## src/rtl/sram_arbiter_pkg.sv

```systemverilog
// Shared constants and types for the two-master SRAM arbiter.
package sram_arbiter_pkg;

  // Datapath widths shared with the rest of the core.
  localparam int unsigned ADDRESS_LEN       = 32;
  localparam int unsigned REGISTER_FILE_LEN = 32;

  // Watchdog counter width; bounds the usable TIMEOUT range to 1..15.
  localparam int unsigned WdW = 4;

  // Master indices as carried on the grant output.
  localparam logic MASTER0 = 1'b0;
  localparam logic MASTER1 = 1'b1;

  typedef enum logic [1:0] {
    ArbIdle  = 2'd0,
    ArbIssue = 2'd1,
    ArbBusy  = 2'd2,
    ArbDone  = 2'd3
  } arb_state_e;

  // True on the cycle whose increment would bring the watchdog count up to the limit.
  function automatic logic wd_expired(input logic [WdW-1:0] cnt, input int unsigned limit);
    return (32'(cnt) + 32'd1) == limit;
  endfunction

endpackage

```

## src/rtl/sram_arbiter_rr_grant2.sv

```systemverilog
// Two-requester round-robin picker: a lone requester wins, a tie goes to the
// master that was not served last.
module sram_arbiter_rr_grant2
  import sram_arbiter_pkg::*;
(
  input  logic [1:0] req_i,
  input  logic       last_grant_i,
  output logic       grant_o
);

  // Pure combinational pick; the caller only samples it when some request is up.
  always_comb begin
    grant_o = last_grant_i;
    case (req_i)
      2'b01:   grant_o = MASTER0;
      2'b10:   grant_o = MASTER1;
      2'b11:   grant_o = ~last_grant_i;
      default: grant_o = last_grant_i;
    endcase
  end

endmodule

```

## src/rtl/sram_arbiter.sv

```systemverilog
// Shares one SRAM controller between two masters. Requests are level-held;
// the winner's op/addr/wdata are latched at grant, the controller's ready
// handshake is tracked to completion, and a watchdog aborts hung accesses.
module sram_arbiter
  import sram_arbiter_pkg::*;
#(
  parameter int unsigned ADDR_W  = ADDRESS_LEN,
  parameter int unsigned DATA_W  = REGISTER_FILE_LEN,
  parameter int unsigned TIMEOUT = 15
) (
  input  logic              clk,
  input  logic              rst,

  input  logic              m0_rd_en,
  input  logic              m0_wr_en,
  input  logic [ADDR_W-1:0] m0_addr,
  input  logic [DATA_W-1:0] m0_wdata,
  output logic [DATA_W-1:0] m0_rdata,
  output logic              m0_done,
  output logic              m0_stall,

  input  logic              m1_rd_en,
  input  logic              m1_wr_en,
  input  logic [ADDR_W-1:0] m1_addr,
  input  logic [DATA_W-1:0] m1_wdata,
  output logic [DATA_W-1:0] m1_rdata,
  output logic              m1_done,
  output logic              m1_stall,

  output logic              mem_rd_en,
  output logic              mem_wr_en,
  output logic [ADDR_W-1:0] mem_addr,
  output logic [DATA_W-1:0] mem_wdata,
  input  logic [DATA_W-1:0] mem_rdata,
  input  logic              mem_ready,

  output logic              err,
  output logic              grant
);

  arb_state_e state_q, state_d;

  logic              grant_q, grant_d;
  logic              last_grant_q, last_grant_d;
  logic              op_rd_q, op_rd_d;
  logic              timeout_q, timeout_d;
  logic [WdW-1:0]    cnt_q, cnt_d;
  logic [ADDR_W-1:0] addr_q, addr_d;
  logic [DATA_W-1:0] wdata_q, wdata_d;
  logic [DATA_W-1:0] m0_rdata_q, m0_rdata_d;
  logic [DATA_W-1:0] m1_rdata_q, m1_rdata_d;

  logic              req0, req1;
  logic              pick;
  logic              wd_hit;
  logic              in_done;
  logic              load_rdata;
  logic [DATA_W-1:0] load_val;

  // A request with both rd and wr set is served as a read.
  assign req0   = m0_rd_en | m0_wr_en;
  assign req1   = m1_rd_en | m1_wr_en;
  assign wd_hit = wd_expired(cnt_q, TIMEOUT);

  sram_arbiter_rr_grant2 u_rr_grant2 (
    .req_i        ({req1, req0}),
    .last_grant_i (last_grant_q),
    .grant_o      (pick)
  );

  // Next-state logic: arbitration, issue handshake, completion and watchdog.
  always_comb begin
    state_d      = state_q;
    grant_d      = grant_q;
    last_grant_d = last_grant_q;
    op_rd_d      = op_rd_q;
    timeout_d    = timeout_q;
    cnt_d        = cnt_q;
    addr_d       = addr_q;
    wdata_d      = wdata_q;
    load_rdata   = 1'b0;
    load_val     = '0;

    unique case (state_q)
      ArbIdle: begin
        // Hold off while the controller is still finishing earlier work.
        if ((req0 | req1) && mem_ready) begin
          grant_d   = pick;
          op_rd_d   = pick ? m1_rd_en : m0_rd_en;
          addr_d    = pick ? m1_addr  : m0_addr;
          wdata_d   = pick ? m1_wdata : m0_wdata;
          cnt_d     = '0;
          timeout_d = 1'b0;
          state_d   = ArbIssue;
        end
      end
      ArbIssue: begin
        cnt_d = cnt_q + 4'd1;
        if (wd_hit) begin
          timeout_d  = 1'b1;
          load_rdata = 1'b1;
          state_d    = ArbDone;
        end else if (!mem_ready) begin
          // Controller went busy: it has taken the command.
          state_d = ArbBusy;
        end
      end
      ArbBusy: begin
        cnt_d = cnt_q + 4'd1;
        if (mem_ready) begin
          // Real completion beats a watchdog expiring on the same cycle.
          load_rdata = 1'b1;
          load_val   = op_rd_q ? mem_rdata : '0;
          state_d    = ArbDone;
        end else if (wd_hit) begin
          timeout_d  = 1'b1;
          load_rdata = 1'b1;
          state_d    = ArbDone;
        end
      end
      ArbDone: begin
        last_grant_d = grant_q;
        state_d      = ArbIdle;
      end
      default: state_d = ArbIdle;
    endcase
  end

  // Only the served master's read-data register changes; the other one holds.
  always_comb begin
    m0_rdata_d = m0_rdata_q;
    m1_rdata_d = m1_rdata_q;
    if (load_rdata) begin
      if (grant_q == MASTER1) begin
        m1_rdata_d = load_val;
      end else begin
        m0_rdata_d = load_val;
      end
    end
  end

  // State and datapath registers. last_grant resets to master 1 so master 0
  // wins the first tie.
  always_ff @(posedge clk or negedge rst) begin
    if (!rst) begin
      state_q      <= ArbIdle;
      grant_q      <= MASTER0;
      last_grant_q <= MASTER1;
      op_rd_q      <= 1'b0;
      timeout_q    <= 1'b0;
      cnt_q        <= '0;
      addr_q       <= '0;
      wdata_q      <= '0;
      m0_rdata_q   <= '0;
      m1_rdata_q   <= '0;
    end else begin
      state_q      <= state_d;
      grant_q      <= grant_d;
      last_grant_q <= last_grant_d;
      op_rd_q      <= op_rd_d;
      timeout_q    <= timeout_d;
      cnt_q        <= cnt_d;
      addr_q       <= addr_d;
      wdata_q      <= wdata_d;
      m0_rdata_q   <= m0_rdata_d;
      m1_rdata_q   <= m1_rdata_d;
    end
  end

  // Output decode from registered state.
  always_comb begin
    in_done   = (state_q == ArbDone);
    mem_rd_en = (state_q == ArbIssue) &  op_rd_q;
    mem_wr_en = (state_q == ArbIssue) & ~op_rd_q;
    mem_addr  = addr_q;
    mem_wdata = wdata_q;
    m0_done   = in_done & (grant_q == MASTER0);
    m1_done   = in_done & (grant_q == MASTER1);
    m0_stall  = req0 & ~m0_done;
    m1_stall  = req1 & ~m1_done;
    m0_rdata  = m0_rdata_q;
    m1_rdata  = m1_rdata_q;
    err       = in_done & timeout_q;
    grant     = grant_q;
  end

endmodule

```

## config.mk

```make
export PLATFORM = sky130hd
export DESIGN_NAME = sram_arbiter
export DESIGN_NICKNAME = d
export VERILOG_FILES = /design/src/rtl/sram_arbiter_pkg.sv /design/src/rtl/sram_arbiter_rr_grant2.sv /design/src/rtl/sram_arbiter.sv
export SDC_FILE = /design/constraint.sdc
export NUM_CORES = 1
export LEC_CHECK = 0
export ABC_AREA = 1
export CORE_ASPECT_RATIO = 1.4
export CORE_MARGIN = 3
export CORE_UTILIZATION = 35
export DETAILED_ROUTE_END_ITERATION = 6
export PLACE_DENSITY_LB_ADDON = 0.25
export SLEW_MARGIN = 10
export SYNTH_ARGS = -nofsm -noshare
export SYNTH_HDL_FRONTEND = slang
export SYNTH_SLANG_ARGS = --single-unit
```

## constraint.sdc

```tcl
create_clock -name clk -period 1.6 [get_ports clk]
set_input_delay 0.48 -clock clk [delete_from_list [all_inputs] [get_ports clk]]
set_output_delay 0.48 -clock clk [all_outputs]
set_load 0.02 [all_outputs]
```

---- Word-level counts from Yosys, hierarchy flattened ----
Cells that the tools add are included.
storage, ports and cells
  bits in registers ....................... 138
  bits of input ports ..................... 167
  output and inout port bits .............. 136
  logic and storage cells ................. 71
cells by class
  add/sub/neg operators ................... 2
  equality and inequality tests ........... 11
  multiplexer cells ....................... 22
  bitwise logic cells ..................... 15
  reductions and logical operators ........ 11
operator list
  cell                   count
  $mux W32               5
  $mux W2                5
  $eq A2 B2 Y1 const B   4
  $pmux W2 S4            1
  $pmux W4 S2            1
  $reduce_and A2 Y1      4
  $and A1 B1 Y1          7
  $mux W1                6
  $ne A3 B3 Y1 const B   2
  $pmux W1 S3            2
  $reduce_and A3 Y1      2
  $add A4 B1 Y5 const B  1
  $eq A5 B4 Y1 const B   1
  $not A1 Y1             5
  $add A4 B1 Y4 const B  1
  $eq A2 B1 Y1 const B   2
  $mux W4                1
  $ne A2 B2 Y1 const B   2
  $or A1 B1 Y1           3
  $reduce_bool A3 Y1     1
  $logic_not A2 Y1       1
  $pmux W1 S2            1
  $reduce_bool A2 Y1     1
  $reduce_or A2 Y1       1
  $logic_and A1 B1 Y1    1

---- Logic depth before layout (Yosys ltp) ----
  word-level depth ........................ 6
  depth in mapped cells ................... 11
  mapped depth without buffers ............ 10

---- Modules after synthesis ----
From an unflattened synthesis, not the netlist that was laid out.
unflattened totals
  cells, all modules ...................... 803
  area total of the unflattened synthesis .. 6705.2 um2
by module, submodules not included
  module                  times used  cells an instance  area an instance (um2)  seq. area each (um2)
  sram_arbiter            1           798                6686.4                  3454.6
  sram_arbiter_rr_grant2  1           5                  18.8                    0.0

---- Least setup slack after synthesis ----
Ideal clock, no wire load.
  path kind ............................... register to register
  start ................................... register cnt_q[0]
  end ..................................... register m0_rdata_q[10] (netlist: m0_rdata[10])
  setup time .............................. 0.117 ns
  arrival ................................. 1.505 ns
  required time ........................... 1.483 ns
  setup slack ............................. -0.022 ns
  stages on the path, launching flop included .. 11
  buffers on the path ..................... 1
  clock period less this slack ............ 1.622 ns
  path through ............................ dfrtp_1 > ha_1 > nand2_1 > nand2_2 > nor2_4 > nand2_2 > a21oi_4 > nand3_2 > buf_6 > nand2_1 > nand2_1
between the ends
  cells in the longest elaborated chain, start to end .. 6
RTL lines
  what                           RTL line                                 text
  start, declared                sram_arbiter.sv:47                       logic [WdW-1:0] cnt_q, cnt_d;
  start signal, assigned         sram_arbiter.sv:162                      cnt_q <= cnt_d;
  $add A4 B1 Y5 *                sram_arbiter_pkg.sv:24                   return (32'(cnt) + 32'd1) == limit;
  $eq A5 B4 Y1 *                 sram_arbiter_pkg.sv:24
  $mux W1 *                      sram_arbiter.sv:99, sram_arbiter.sv:115
  $mux W1                        sram_arbiter.sv:110                      if (mem_ready) begin
  $pmux W1 S2 *                  sram_arbiter.sv:84                       unique case (state_q)
  $reduce_and A2 Y1 (no line) *  --
  end signal, assigned           sram_arbiter.sv:165                      m0_rdata_q <= m0_rdata_d;
  end, declared                  sram_arbiter.sv:50                       logic [DATA_W-1:0] m0_rdata_q, m0_rdata_d;
Every way passes the cells marked *; elsewhere a longest branch is shown, timed or not.
A chain may end at the register's enable or synchronous reset.

---- Worst setup path after layout ----
  start ................................... register state_q[0]
  end ..................................... output port mem_wr_en
between the ends
  cells in the longest elaborated chain, start to end .. 2
RTL lines
  what                    RTL line             text
  start, declared         sram_arbiter.sv:41   arb_state_e state_q, state_d;
  start signal, assigned  sram_arbiter.sv:146  state_q <= ArbIdle;
  start signal, assigned  sram_arbiter.sv:157  state_q <= state_d;
  $eq A2 B1 Y1            sram_arbiter.sv:174  mem_wr_en = (state_q == ArbIssue) & ~op_rd_q;
  $and A1 B1 Y1           sram_arbiter.sv:174
  end, declared           sram_arbiter.sv:31   output logic mem_wr_en,
No other way between the ends.

==> summary.txt <==
Synthesis
  – Synth Register Bits: 138
  – Number of distinct library cells after synthesis: 28
  – Asr flop ratio synth: 100%
  – Area leader, netlist: dfrtp_1
  – Syn_nets: between 900 and 1,000
  – Post-synth EDFFs: 0
  – Synthesized instance count: between 700 and 800
  – Mean Syn Cell Area: 8.33 µm²
  – Sequential area share after synthesis: 52.1%
  – Ys flop type: dfrtp_1
  – Synth area leaders: dfrtp_1 (52%), nand2_1 (12%), o21ai_0 (9.1%)
  – Synth Warn #: 0
  – Post-synthesis cell area: about 0.0066 mm²
  – Post-synth top area share: 51.7%

Routing
  – TritonRoute pass-1 iters: 5
  – Post-DRT Antenna Nets: 0
  – Routed vias/inst: 4.88
  – DRT iter0 DRCs: 357
  – WL per Instance: 17.0 µm
  – Via Count: 6,856
  – DR DRC count: 0
  – Post-Route WL: 24,000 µm

Die
  – Die Area: 0.0207 mm²
  – Die Wd: 122 µm
  – Core Area: 0.0186 mm²
  – Die height: roughly 170 µm
  – Site Rows: 59
  – IO Pins: 303
  – Initial core utilization: 35.7%

Worst setup path
  – CP Depth: 5
  – R2R Path End: m1_rdata[29]
  – CP Max Fanout: 3
  – Crit path top cell by count: buf_6
  – Crit Path Class: flop to output pin
  – CP Capture Point: mem_wr_en
  – Worst-path cell chain: buf_6, ha_4, inv_2, nor2_2, buf_6
  – Required time of the critical path: 1120 ps
  – CP Launch Point: state_q[0]
  – Critical path's slowest cell: dfrtp_1
  – R2r setup slk: -240 ps
  – Critical path's top delay family: flip-flops
  – Crit. End Element: output pin
  – Worst reg-to-reg path cell count: 13
  – Crit path DAT: 1390 ps
  – Critical path buffers and inverters: 3
  – Worst r2r src: cnt_q[0]
  – Crit start category: flop
  – Slowest stage delay, CP: 420 ps

Clocking
  – TritonCTS clock tree: done
  – Root Driver: clkbuf_16
  – Number of buffers created by CTS: 17
  – Clock slew at reported path FFs: 60 ps
  – CTS sink count: between 100 and 150
  – CTS H-tree depth: 4
  – Worst skew pair latency: 430 ps
  – Clock Tree Buf Depth: 2

Power
  – VDD IR max: 857 µV
  – Leakage power: 5.49 nW
  – Reg power frac: 28.0%
  – Power per Cell Area: 1730 mW/mm²
  – Sw Ratio: 41.1%
  – P_sw: 8.03 mW
  – Total Power: approximately 20 mW
  – Clock network power share: 21.2%
  – Comb power frac: 50.8%
  – Internal power: between 10 and 15 mW

Place
  – Final GP Congestion: 0.830
  – Final HPWL DP: 16,800 µm
  – Port buffer count: 302

GRT
  – Initial antenna violation count: 0
  – Vias in the first global route: 6,879
  – First-pass GRT wire length: around 36,000 µm
  – Largest net degree at the start of global routing: 39
  – Total track usage: 22.4%
  – Total grt overflow: 0

Min path
  – Worst hold path type: flop to flop

Finish
  – Commonest non-fill, non-tap cell in the layout: nand2_1
  – Most frequent cells in the layout: nand2_1 (185), clkdlybuf4s50_1 (161), dfrtp_1 (135)
  – Post-layout nets: 1,322
  – Layout cells sized above 1: between 20% and 30%
  – Synth-to-Final Area Change: 70.1%
  – # diodes: 0
  – # fillers: 1,644

STA
  – Tcrit/Tclk final: 117%
  – Peak Freq: 534 MHz
  – RSZ-0062 raised after global routing: true
  – Slew Limit Headroom: between 70% and 80%
  – Clock Skews: roughly 14 ps
  – Worst slew pin tran: 412 ps
  – Hold Fails Final Rpt: 0
  – Fin. max-slew vios: 0
  – Setup violations, final: 73
  – Setup ws final: -272 ps
  – Final min period: 1870 ps
  – Setup TNS: -13,490 ps

Job
  – MaxCap Viol Count: 0

Status
  – Status: finished, violations left
  – Failing checks: negative setup slack
-- power by group through the flow --
stage                     Combinational [mW]  Clock [mW]  Sequential, mW
after floorplan                         3.70           0            6.64
after global placement                  9.23           0            5.41
after detailed placement                9.31           0            5.46
after CTS                               9.63        4.22            5.46
after global routing                    10.7        4.41            5.62
final                                   9.93        4.15            5.47
-- registers in the layout, summed over array words and instances (netlist names) --
| register | cells |
|---|---|
| op_rd_q | 1 |
| grant | 1 |
| state_q | 2 |
| m1_rdata | 32 |
| last_grant_q | 1 |
| mem_addr | 32 |
| timeout_q | 1 |
| mem_wdata | 32 |
| cnt_q | 4 |
| m0_rdata | 32 |
-- how the worst min path moves through the flow --
| stage | start | end | slack [ps] | cells after the start |
|---|---|---|---|---|
| detailed placement | rst | m0_rdata[27] | 420 | 1 |
| CTS | m1_rdata[21] | m1_rdata[21] | 470 | 2 |
| finish | m0_rdata[15] | m0_rdata[15] | 470 | 2 |
| global route | m0_rdata[26] | m0_rdata[26] | 480 | 2 |
| floorplan | rst | cnt_q[0] | 180 | 0 |
| global placement | rst | m0_rdata[23] | 420 | 1 |
-- layer usage --
layer	vias up	wire length, µm	track usage [%]
met3	30	1870	7.12
met1	3238	8890	24.9
met5	-	0	0
met2	268	12600	39.9
met4	0	545	7.60
li1	3320	-	-
-- logic make-up (layout without fill, tap and decap cells) --
kind of cell | count (synthesis) | after routing | share of synthesized area, %
and+or+nand+nor | 394 | 394 | 25.5
AOI/OAI and AO/OA | 145 | 145 | 11.2
buffers and inverters | 114 | 479 | 10.1
DFF | 138 | 138 | 52.1
adders and majority gates | 6 | 6 | 1.13
-- synth_stat cells (7+ instances only) --
master	count
buf_12	7
buf_2	13
buf_4	7
buf_6	9
clkbuf_1	17
dfrtp_1	137
inv_1	53
nand2_1	210
nand4_1	64
nor2_1	102
o21ai_0	121
o21ai_1	19
-- metrics by stage --
step / std cells / worst slack, ps / util (%) / hold WS, ps / instance area, µm²
after floorplan: 797 / -21.1 / - / 184 / 6660
after global placement: 1345 / -796 / 54.9 / 424 / 10200
after detailed placement: 1345 / -767 / 54.9 / 423 / 10200
after CTS: 1394 / -294 / 60.4 / 469 / 11200
after global routing: 1406 / -350 / 60.7 / 485 / 11300
final: 1406 / -272 / 60.7 / 469 / 11300
-- final cells by class --
type                    instances  area (µm²)  area share (%)
repair buffers                391        3940            34.9
multi-input cells             545        2750            24.3
clock buffers                  18         429            3.80
flip-flops and latches        138        3460            30.6
clock inverters                14         185            1.64
well taps                     244         305            2.70
inverters                      56         225            1.99
-- repair_timing --
item	CTS	global route
setup endpoints to repair	208	201
resized for setup	413	131
pin swaps	11	11
gates cloned	5	5
buffers inserted	11	9
hold endpoints to repair	32	0
hold buffers	1	0
-- worst reg2reg max path: stages, from the launching register on --
cell	delay, ps
dfrtp_1	390
ha_2	210
inv_2	40
nand2_2	50
nand2_2	60
nor2_4	100
nand2_2	80
a21oi_4	140
buf_12	140
nand3_4	120
buf_6	160
buf_16	140
nand2_1	60
nand2_1	50
Note: power is estimated with default switching activity, not from simulation.
